$ cat src/rtl/mem_arbiter_if.sv
// Cache-side and RAM-side bus bundle for the single-port memory arbiter.
// The slave modport is the arbiter's view; master is the surrounding caches and RAM.
interface mem_arbiter_if #(
  parameter int unsigned ADDR_W = 32,
  parameter int unsigned DATA_W = 32
);
  logic              iREN;
  logic [ADDR_W-1:0] iaddr;
  logic              iwait;
  logic [DATA_W-1:0] iload;

  logic              dREN;
  logic              dWEN;
  logic [ADDR_W-1:0] daddr;
  logic [DATA_W-1:0] dstore;
  logic              dwait;
  logic [DATA_W-1:0] dload;

  logic              ramREN;
  logic              ramWEN;
  logic [ADDR_W-1:0] ramaddr;
  logic [DATA_W-1:0] ramstore;
  logic [DATA_W-1:0] ramload;
  logic [1:0]        ramstate;

  modport slave (
    input  iREN, iaddr, dREN, dWEN, daddr, dstore, ramload, ramstate,
    output iwait, iload, dwait, dload, ramREN, ramWEN, ramaddr, ramstore
  );

  modport master (
    output iREN, iaddr, dREN, dWEN, daddr, dstore, ramload, ramstate,
    input  iwait, iload, dwait, dload, ramREN, ramWEN, ramaddr, ramstore
  );
endinterface

$ cat src/rtl/mem_arbiter.sv
// Serializes icache fetches and dcache accesses onto one wait-stated RAM port.
// dcache wins ties; a starvation counter forces an icache grant after STARVE_LIMIT D grants.
module mem_arbiter #(
  parameter int unsigned ADDR_W       = 32,
  parameter int unsigned DATA_W       = 32,
  parameter int unsigned STARVE_LIMIT = 4
) (
  input  logic              CLK,
  input  logic              nRST,
  mem_arbiter_if.slave      bus,
  output logic [7:0]        err_count
);

  typedef enum logic [1:0] {StIdle, StDAcc, StIAcc} state_e;

  localparam logic [1:0] RamAccess = 2'd2;
  localparam logic [1:0] RamError  = 2'd3;
  localparam logic [3:0] Limit     = 4'(STARVE_LIMIT);

  state_e            state_q;
  logic [3:0]        starve_q;
  logic [7:0]        err_q;
  logic              ren_q;
  logic              wen_q;
  logic [ADDR_W-1:0] addr_q;
  logic [DATA_W-1:0] store_q;

  logic d_req;
  logic i_forced;
  logic done;

  assign d_req    = bus.dREN | bus.dWEN;
  assign i_forced = bus.iREN && (starve_q == Limit);
  assign done     = (state_q != StIdle) && (bus.ramstate == RamAccess);

  always_ff @(posedge CLK or negedge nRST) begin
    if (!nRST) begin
      state_q  <= StIdle;
      starve_q <= '0;
      err_q    <= '0;
      ren_q    <= 1'b0;
      wen_q    <= 1'b0;
      addr_q   <= '0;
      store_q  <= '0;
    end else begin
      case (state_q)
        StIdle: begin
          if (d_req && !i_forced) begin
            state_q <= StDAcc;
            addr_q  <= bus.daddr;
            store_q <= bus.dstore;
            // A simultaneous read+write request is treated as a write.
            wen_q   <= bus.dWEN;
            ren_q   <= !bus.dWEN;
            if (bus.iREN) begin
              starve_q <= (starve_q < Limit) ? starve_q + 4'd1 : Limit;
            end else begin
              starve_q <= '0;
            end
          end else if (bus.iREN) begin
            state_q  <= StIAcc;
            addr_q   <= bus.iaddr;
            store_q  <= '0;
            wen_q    <= 1'b0;
            ren_q    <= 1'b1;
            starve_q <= '0;
          end
        end
        default: begin
          // FREE, BUSY and ERROR all hold the strobes; ERROR is simply retried.
          if (bus.ramstate == RamAccess) begin
            state_q <= StIdle;
            ren_q   <= 1'b0;
            wen_q   <= 1'b0;
            addr_q  <= '0;
            store_q <= '0;
          end else if ((bus.ramstate == RamError) && (err_q != 8'hFF)) begin
            err_q <= err_q + 8'd1;
          end
        end
      endcase
    end
  end

  assign bus.ramREN   = ren_q;
  assign bus.ramWEN   = wen_q;
  assign bus.ramaddr  = addr_q;
  assign bus.ramstore = store_q;

  always_comb begin
    bus.iwait = 1'b1;
    bus.iload = '0;
    bus.dwait = 1'b1;
    bus.dload = '0;
    if (done && (state_q == StIAcc)) begin
      bus.iwait = 1'b0;
      bus.iload = bus.ramload;
    end
    if (done && (state_q == StDAcc)) begin
      bus.dwait = 1'b0;
      bus.dload = wen_q ? '0 : bus.ramload;
    end
  end

  assign err_count = err_q;

endmodule

$ cat src/flat_wrapper.sv
// flat-port wrapper written by rule: the top's interface ports become plain ports
module mem_arbiter_flat 
#(
  parameter int unsigned ADDR_W       = 32,
  parameter int unsigned DATA_W       = 32,
  parameter int unsigned STARVE_LIMIT = 4
)
  (CLK, nRST, err_count, bus_iREN, bus_iaddr, bus_dREN, bus_dWEN, bus_daddr, bus_dstore, bus_ramload, bus_ramstate, bus_iwait, bus_iload, bus_dwait, bus_dload, bus_ramREN, bus_ramWEN, bus_ramaddr, bus_ramstore);
  mem_arbiter_if #(.ADDR_W(ADDR_W), .DATA_W(DATA_W)) bus_i ();
  input  logic CLK;
  input  logic nRST;
  output logic [7:0] err_count;
  input wire logic [$bits(bus_i.iREN)-1:0] bus_iREN;
  input wire logic [$bits(bus_i.iaddr)-1:0] bus_iaddr;
  input wire logic [$bits(bus_i.dREN)-1:0] bus_dREN;
  input wire logic [$bits(bus_i.dWEN)-1:0] bus_dWEN;
  input wire logic [$bits(bus_i.daddr)-1:0] bus_daddr;
  input wire logic [$bits(bus_i.dstore)-1:0] bus_dstore;
  input wire logic [$bits(bus_i.ramload)-1:0] bus_ramload;
  input wire logic [$bits(bus_i.ramstate)-1:0] bus_ramstate;
  output wire logic [$bits(bus_i.iwait)-1:0] bus_iwait;
  output wire logic [$bits(bus_i.iload)-1:0] bus_iload;
  output wire logic [$bits(bus_i.dwait)-1:0] bus_dwait;
  output wire logic [$bits(bus_i.dload)-1:0] bus_dload;
  output wire logic [$bits(bus_i.ramREN)-1:0] bus_ramREN;
  output wire logic [$bits(bus_i.ramWEN)-1:0] bus_ramWEN;
  output wire logic [$bits(bus_i.ramaddr)-1:0] bus_ramaddr;
  output wire logic [$bits(bus_i.ramstore)-1:0] bus_ramstore;
  assign bus_i.iREN = bus_iREN;
  assign bus_i.iaddr = bus_iaddr;
  assign bus_i.dREN = bus_dREN;
  assign bus_i.dWEN = bus_dWEN;
  assign bus_i.daddr = bus_daddr;
  assign bus_i.dstore = bus_dstore;
  assign bus_i.ramload = bus_ramload;
  assign bus_i.ramstate = bus_ramstate;
  assign bus_iwait = bus_i.iwait;
  assign bus_iload = bus_i.iload;
  assign bus_dwait = bus_i.dwait;
  assign bus_dload = bus_i.dload;
  assign bus_ramREN = bus_i.ramREN;
  assign bus_ramWEN = bus_i.ramWEN;
  assign bus_ramaddr = bus_i.ramaddr;
  assign bus_ramstore = bus_i.ramstore;
  mem_arbiter #(.ADDR_W(ADDR_W), .DATA_W(DATA_W), .STARVE_LIMIT(STARVE_LIMIT)) u_core (.CLK(CLK), .nRST(nRST), .bus(bus_i), .err_count(err_count));
endmodule
$ cat config.mk
export PLATFORM = sky130hd
export DESIGN_NAME = mem_arbiter_flat
export DESIGN_NICKNAME = d
export VERILOG_FILES = /design/src/rtl/mem_arbiter_if.sv /design/src/rtl/mem_arbiter.sv /design/src/flat_wrapper.sv
export SDC_FILE = /design/constraint.sdc
export NUM_CORES = 1
export LEC_CHECK = 0
export ABC_CLOCK_PERIOD_IN_PS = 2620
export CORE_AREA = 5 5 107 109
export DETAILED_ROUTE_END_ITERATION = 6
export DIE_AREA = 0 0 112 114
export MAX_ROUTING_LAYER = met4
export PLACE_DENSITY = 0.94
export SLEW_MARGIN = 20
export SYNTH_ARGS = -nofsm -noshare
export SYNTH_HDL_FRONTEND = slang
export SYNTH_SLANG_ARGS = --single-unit
$ cat constraint.sdc
create_clock -name CLK -period 2.62 [get_ports CLK]
set_input_delay 0.524 -clock CLK [delete_from_list [all_inputs] [get_ports CLK]]
set_output_delay 0.524 -clock CLK [all_outputs]
set_load 0.01 [all_outputs]
==> qor.yml, run 1 <==
global_route:
  busiest_layer: "met2"
  track_usage_pct: 21.88
  antenna_found_initial: 4
  gr-total-overflow: 0
  met1_usage_pct: 22.19
  grt_pass1_wl_mm: 21.36
  grt_pass1_vias: 4033
  grt_max_degree: 40
  met2_usage_pct: 39.77
  met3_usage_pct: 8.011
final_layout:
  num-fill-cells: 847
  utilization_pct: 64.55
  drive_gt1_share_pct: 9.005
  final_cells: 777
  syn_to_final_growth_pct: 83.02
  nNetsFinal: 767
timing:
  tightest_slew_ps: 508.1
  slew_headroom_pct: 66.13
  slew_viol_final: 0
  hold_viol: 0
  hold_ws_ps: 140.5
  fin_skew_ps: 8.645
  fmax_ghz: 0.3849
  fin_crit_ps: 2598
  finalSetupViolations: 0
  min_period_over_period_pct: 99.15
critical_path:
  endpoint_kind: "primary output"
  cp_slowest_stage_delay_ps: 390
  reg2reg_depth: 7
  critPathArrivalTime_ps: 2070
  crit_path_start_kind: "input port"
  path_max_fanout: 16
  crit_chain: "dlygate4sd2_1 -> nand2b_4 -> or3b_4 -> nor2_4 -> buf_4 -> buf_12 -> and2_1 -> clkdlybuf4s15_1"
  worst_path_max_delay_cell: "or3b_4"
  critical_path_class: "input port to primary output"
  worstPathRequired_ps: 2100
clock_network:
  cts_sinks: 80
  cts_tree: "done"
  cts_hold_buffers: 0
  cts_max_level: 3
  cts_buffers: 9
  cts_root_buf: "clkbuf_8"
  cts_buffer_depth: 2
  insertion_delay_ps: 340
  clkTransAtPathRegs_ps: 80
logic_synthesis:
  syn_nets: 489
  avgSynthCellArea_um2: 10.56
  synth-edff-count: 0
  yosysWarnings: 0
  synth_flop_cell: "dfrtp_1"
  ys_ff_latch: 80
  synthCells: 351
  ys_async_sr_fraction_pct: 100.0
  synth_cell_types: 36
  yosysSeqAreaShare_pct: 54.02
  synth_area_um2: 3706
floorplanning:
  io_pins: 275
  die-area_um2: 12770
  core-area_um2: 10510
  die_y_um: 114
  start_util_pct: 35.27
  num_rows: 38
  dieWidth_um: 112
placed_design:
  dp.cells: 755
  post-dp-hpwl_mm: 11.29
  port_buffers: 274
  place_congestion: 0.8351
route:
  ant_nets: 0
  wl_per_cell_um: 17.94
  finalWirelength_mm: 13.94
  drc: 0
  drt_iter0_drc: 222
  vias: 3771
  first_pass_iters: 4
  vias_per_cell: 4.853
min_path:
  hold_class: "input port to async pin"
power_and_ir_drop:
  ir_drop_mv: 0.5212
  power_leakage_uw: 0.003201
  p_total_uw: 5901
  p_per_area_nw_per_um2: 869.9
flow_run:
  max_cap_viol_count: 0
status:
  status: "completed"
[synth_stat cells, types with 4 or more instances]
master    number  share of area [%]
a22o_1        32                7.6
a22oi_1       30                6.1
and2_1        66                 11
buf_2         13                1.8
clkbuf_1       4               0.41
dfrtp_1       80                 54
inv_1          4               0.41
nand2_1       68                6.9
o21ai_0        5               0.68
xnor2_1        4               0.95
[power breakdown]
group | leakage, uW | internal [uW] | switching, uW | total, uW
Clock | 0.0000842 | 363 | 441 | 804
Sequential | 0.00103 | 1760 | 354 | 2120
Combinational | 0.00209 | 1660 | 1320 | 2980
[registers in the layout, indices dropped and copies added (netlist names)]
register,cells
u_core.bus.ramaddr,32
u_core.bus.ramstore,32
u_core.err_count,8
u_core.starve_q,4
u_core.state_q,2
u_core.bus.ramREN,1
u_core.bus.ramWEN,1
[cell type report]
cell class	count	area [um2]	share of cell area [%]
timing repair buffer	290	2824	41.63
clock buffer	10	137.6	2.029
sequential	80	2002	29.51
tap	140	175.2	2.583
multi-input combinational	244	1585	23.37
clock inverter	5	33.78	0.4981
antenna	4	10.01	0.1476
inverter	4	15.01	0.2214
[per-layer routing]
metal	routed length [um]	part of all wire (%)
met3	1336	9.6
met1	5073	36
met5	0	0
met4	195	1.4
met2	7337	53
[critical path, delay by kind of cell]
family / cells / cell delay (ps)
buffers and inverters: 4 / 760
AND/OR/NAND/NOR: 4 / 790
[cells in the final DEF, fill, tap and decap left out, types with 2 or more instances in the layout]
cell type / count
nand4_1: 3
and2_1: 66
buf_12: 5
inv_1: 4
a22o_1: 32
clkdlybuf4s50_1: 207
clkinv_2: 2
mux2_2: 2
nor3b_1: 2
diode_2: 4
dlygate4sd2_1: 39
xor2_1: 3
clkbuf_2: 13
clkinvlp_4: 2
nand2_1: 68
nand3_1: 3
a22oi_1: 30
mux2i_1: 2
clkdlybuf4s15_1: 13
a21o_1: 2
xnor2_1: 4
clkbuf_8: 10
buf_4: 11
o21ai_0: 5
dfrtp_1: 80
ha_1: 3
[stage by stage]
step	area [um2]	setup slack (ps)	setup TNS [ps]
2_1_floorplan	3706	531.1	0
3_3_place_gp	6654	-381.2	-20550
3_5_place_dp	6654	-412.0	-21430
4_1_cts	6812	0.9628	0
5_1_grt	6783	-46.32	-46.32
6_report	6783	22.23	0
[timing repair]
item | 4_1_cts | 5_1_grt
cloned | 1 | 0
endpoints found under the setup margin | 66 | 31
pin swaps | 2 | 1
setup buffers | 2 | 0
gates resized for setup | 77 | 34
[kinds of logic after synthesis]
| logic type | after synthesis | synth area share (%) |
|---|---|---|
| and+or+nand+nor | 155 | 22.05 |
| buffers and inverters | 27 | 3.882 |
| adders and majority gates | 3 | 1.013 |
| muxes | 4 | 1.148 |
| AOI/OAI and AO/OA | 75 | 16.24 |
| xor gates and xnor gates | 7 | 1.654 |
| DFF | 80 | 54.02 |
[path summary, 6_finish.rpt]
| path | slack, ps | start | endpoint |
|---|---|---|---|
| max | 20 | bus_ramstate[0] | bus_dload[7] |
| min | 140 | nRST | u_core.bus.ramaddr[10]$_DFFE_PN0P_ |
| max reg2reg | 710 | u_core.starve_q[0]$_DFFE_PN0P_ | u_core.bus.ramaddr[8]$_DFFE_PN0P_ |
| min reg2reg | 470 | u_core.bus.ramaddr[11]$_DFFE_PN0P_ | u_core.bus.ramaddr[11]$_DFFE_PN0P_ |
| max in group asynchronous | 1810 | nRST | u_core.bus.ramaddr[16]$_DFFE_PN0P_ |
| min in group CLK | 470 | u_core.bus.ramaddr[11]$_DFFE_PN0P_ | u_core.bus.ramaddr[11]$_DFFE_PN0P_ |
Note: power is estimated with default switching activity, not from simulation.
==> run 2, diff against run 1 <==
Settings changed: ABC_AREA set to 1, CORE_AREA 5 5 107 109 to 5 5 110 112, DIE_AREA 0 0 112 114 to 0 0 115 117, PLACE_DENSITY 0.94 to 0.85.
==> qor.yml, run 2 <==
global_route:
  grt_pass1_vias: 4803
  gr-total-overflow: 0
  grt_pass1_wl_mm: 24.04
  antenna_found_initial: 2
  grt_max_degree: 47
  track_usage_pct: 23.78
logic_synthesis:
  synth_flop_cell: "dfrtp_1"
  ys_ff_latch: 80
  yosysWarnings: 0
  synthCells: 598
  synth_cell_types: 25
  ys_async_sr_fraction_pct: 100.0
  synth_most_common_cell: "nand2_1"
  synthTopCellsByArea: "dfrtp_1 (48%), nand2_1 (23%), nor2_1 (6.9%), inv_1 (6.5%), nand3_1 (4.1%)"
  avgSynthCellArea_um2: 7.026
  synth-edff-count: 0
  yosys.area.top_type: "dfrtp_1"
  synth_area_um2: 4202
  synthTopCellsByCount: "nand2_1 (255), dfrtp_1 (80), nor2_1 (77)"
  syn_nets: 736
  synth_top_area_share_pct: 47.65
  yosysSeqAreaShare_pct: 47.65
final_layout:
  final_cells: 1027
  layout_common_cells: "nand2_1 (255), clkdlybuf4s50_1 (208), dfrtp_1 (80)"
  syn_to_final_growth_pct: 75.43
  drive_gt1_share_pct: 7.483
  nNetsFinal: 1015
  final_common_cell: "nand2_1"
clock_network:
  cts_max_level: 3
  cts_root_buf: "clkbuf_16"
  cts_tree: "done"
  insertion_delay_ps: 330
  cts_buffer_depth: 2
  cts_sinks: 80
  cts_buffers: 9
  clkTransAtPathRegs_ps: 70
critical_path:
  endpoint_kind: "primary output"
  crit_buf_inv: 5
  critical_path_class: "input port to primary output"
  critPathArrivalTime_ps: 2020
  crit_path_start_kind: "input port"
  cp_slowest_stage_delay_ps: 540
  worstPathRequired_ps: 2100
  path_max_fanout: 12
  crit_chain: "clkdlybuf4s50_1 -> inv_1 -> buf_4 -> nand4_1 -> buf_12 -> clkdlybuf4s50_1"
  path_delay_family: "buffers and inverters"
  worst_path_max_delay_cell: "clkdlybuf4s50_1"
  cpMostUsedCell: "clkdlybuf4s50_1"
timing:
  fmax_ghz: 0.3923
  fin_skew_ps: 6.884
  fin_crit_ps: 2549
  slew_headroom_pct: 69.47
  min_period_over_period_pct: 97.28
  rsz0062_at_grt: "false"
  tns_ps: 0
  finalSetupViolations: 0
  hold_viol: 0
  slew_viol_final: 0
  tightest_slew_ps: 458.0
route:
  first_pass_iters: 4
  finalWirelength_mm: 15.95
  ant_nets: 0
  vias: 4761
  drc: 0
  drt_iter0_drc: 378
  vias_per_cell: 4.636
  wl_per_cell_um: 15.53
placed_design:
  port_buffers: 274
  post-dp-hpwl_mm: 12.37
  place_congestion: 0.9423
  dp.cells: 1005
floorplanning:
  core-area_um2: 11130
  io_pins: 275
  dieWidth_um: 115
  start_util_pct: 37.76
  die_y_um: 117
  num_rows: 39
  die-area_um2: 13460
min_path:
  hold_class: "input port to async pin"
flow_run:
  max_cap_viol_count: 0
power_and_ir_drop:
  ir_drop_mv: 0.4909
  power_leakage_uw: 0.003994
  p_per_area_nw_per_um2: 863.3
status:
  status: "completed"
==> run 2: cell types whose count changed after synthesis, sizes merged, moves of 8 or more <==
cell / change
and2: -66
a22o: -32
buf: +8
a22oi: -30
nand3: +31
nor2: +76
inv: +71
nand4: +18
nand2: +190
==> run 2: kinds of logic (layout without fill, tap and decap cells) <==
| kind of cell | Yosys count | in the layout | synth area share, % |
|---|---|---|---|
| compound gates | 12 | 12 | 1.578 |
| xor+xnor | 5 | 5 | 1.042 |
| flops | 80 | 80 | 47.65 |
| fa+ha+maj | 3 | 3 | 0.8935 |
| other cells | 0 | 2 | 0 |
| buf+inv | 104 | 388 | 10.78 |
| simple gates | 394 | 394 | 38.06 |
==> run 2: power breakdown <==
| group | internal, uW | switching [uW] | total, uW |
|---|---|---|---|
| Clock | 778 | 531 | 1310 |
| Combinational | 1490 | 1590 | 3080 |
| Sequential | 1700 | 277 | 1980 |
| Total | 3970 | 2400 | 6360 |
==> run 2: layout make-up <==
cell class                      instances  area [um2]
Clock buffer                           10       239.0
Clock inverter                          6       73.82
Tap cell                              143       178.9
Timing Repair Buffer                  297        2844
Fill cell                             966        3755
Inverter                               75       281.5
Sequential cell                        80        2002
Antenna cell                            2       5.005
Multi-Input combinational cell        414        1747
==> run 2: worst paths after layout <==
path                                                    start                            endpoint  slack [ps]  cells past startpoint
setup / recovery                              bus_ramstate[0]                           bus_iwait          70                      6
hold / removal                                           nRST  u_core.bus.ramstore[1]$_DFFE_PN0P_         130                      1
setup reg to reg               u_core.starve_q[0]$_DFFE_PN0P_  u_core.bus.ramaddr[27]$_DFFE_PN0P_         780                     10
hold reg to reg            u_core.bus.ramaddr[21]$_DFFE_PN0P_  u_core.bus.ramaddr[21]$_DFFE_PN0P_         480                      2
max in group asynchronous                                nRST  u_core.bus.ramaddr[16]$_DFFE_PN0P_        1880                      2
min in group CLK           u_core.bus.ramaddr[21]$_DFFE_PN0P_  u_core.bus.ramaddr[21]$_DFFE_PN0P_         480                      2
==> run 2: timing repair <==
| action | CTS | global route |
|---|---|---|
| hold buffers | 0 | 0 |
| resized for setup | 84 | 19 |
| pin swaps | 1 | 0 |
| setup buffers | 3 | 0 |
| setup endpoints to repair | 64 | 18 |
| cloned | 1 | 0 |
==> run 2: routing by layer <==
layer / GRT usage (%) / up-vias / wire length, um
li1: - / 2361 / -
met1: 24.10 / 2156 / 5772
met2: 42.79 / 206 / 8240
met3: 5.501 / 38 / 1263
met4: 12.28 / 0 / 671
met5: - / - / 0
==> run 2: per-stage QoR <==
step / worst slack (ps) / utilization, % / power (uW) / hold slack [ps] / instance area (um2)
finish: 71.20 / 66.25 / 6364 / 131.2 / 7371
global route: 7.356 / 66.25 / 6821 / 168.9 / 7371
CTS: 0.3135 / 66.98 / 6431 / 144.6 / 7452
detailed placement: -161.7 / 64.19 / 5111 / 465.0 / 7142
global placement: -87.22 / 64.19 / 5055 / 461.0 / 7142
floorplan: 822.6 / - / 3426 / 228.4 / 4202
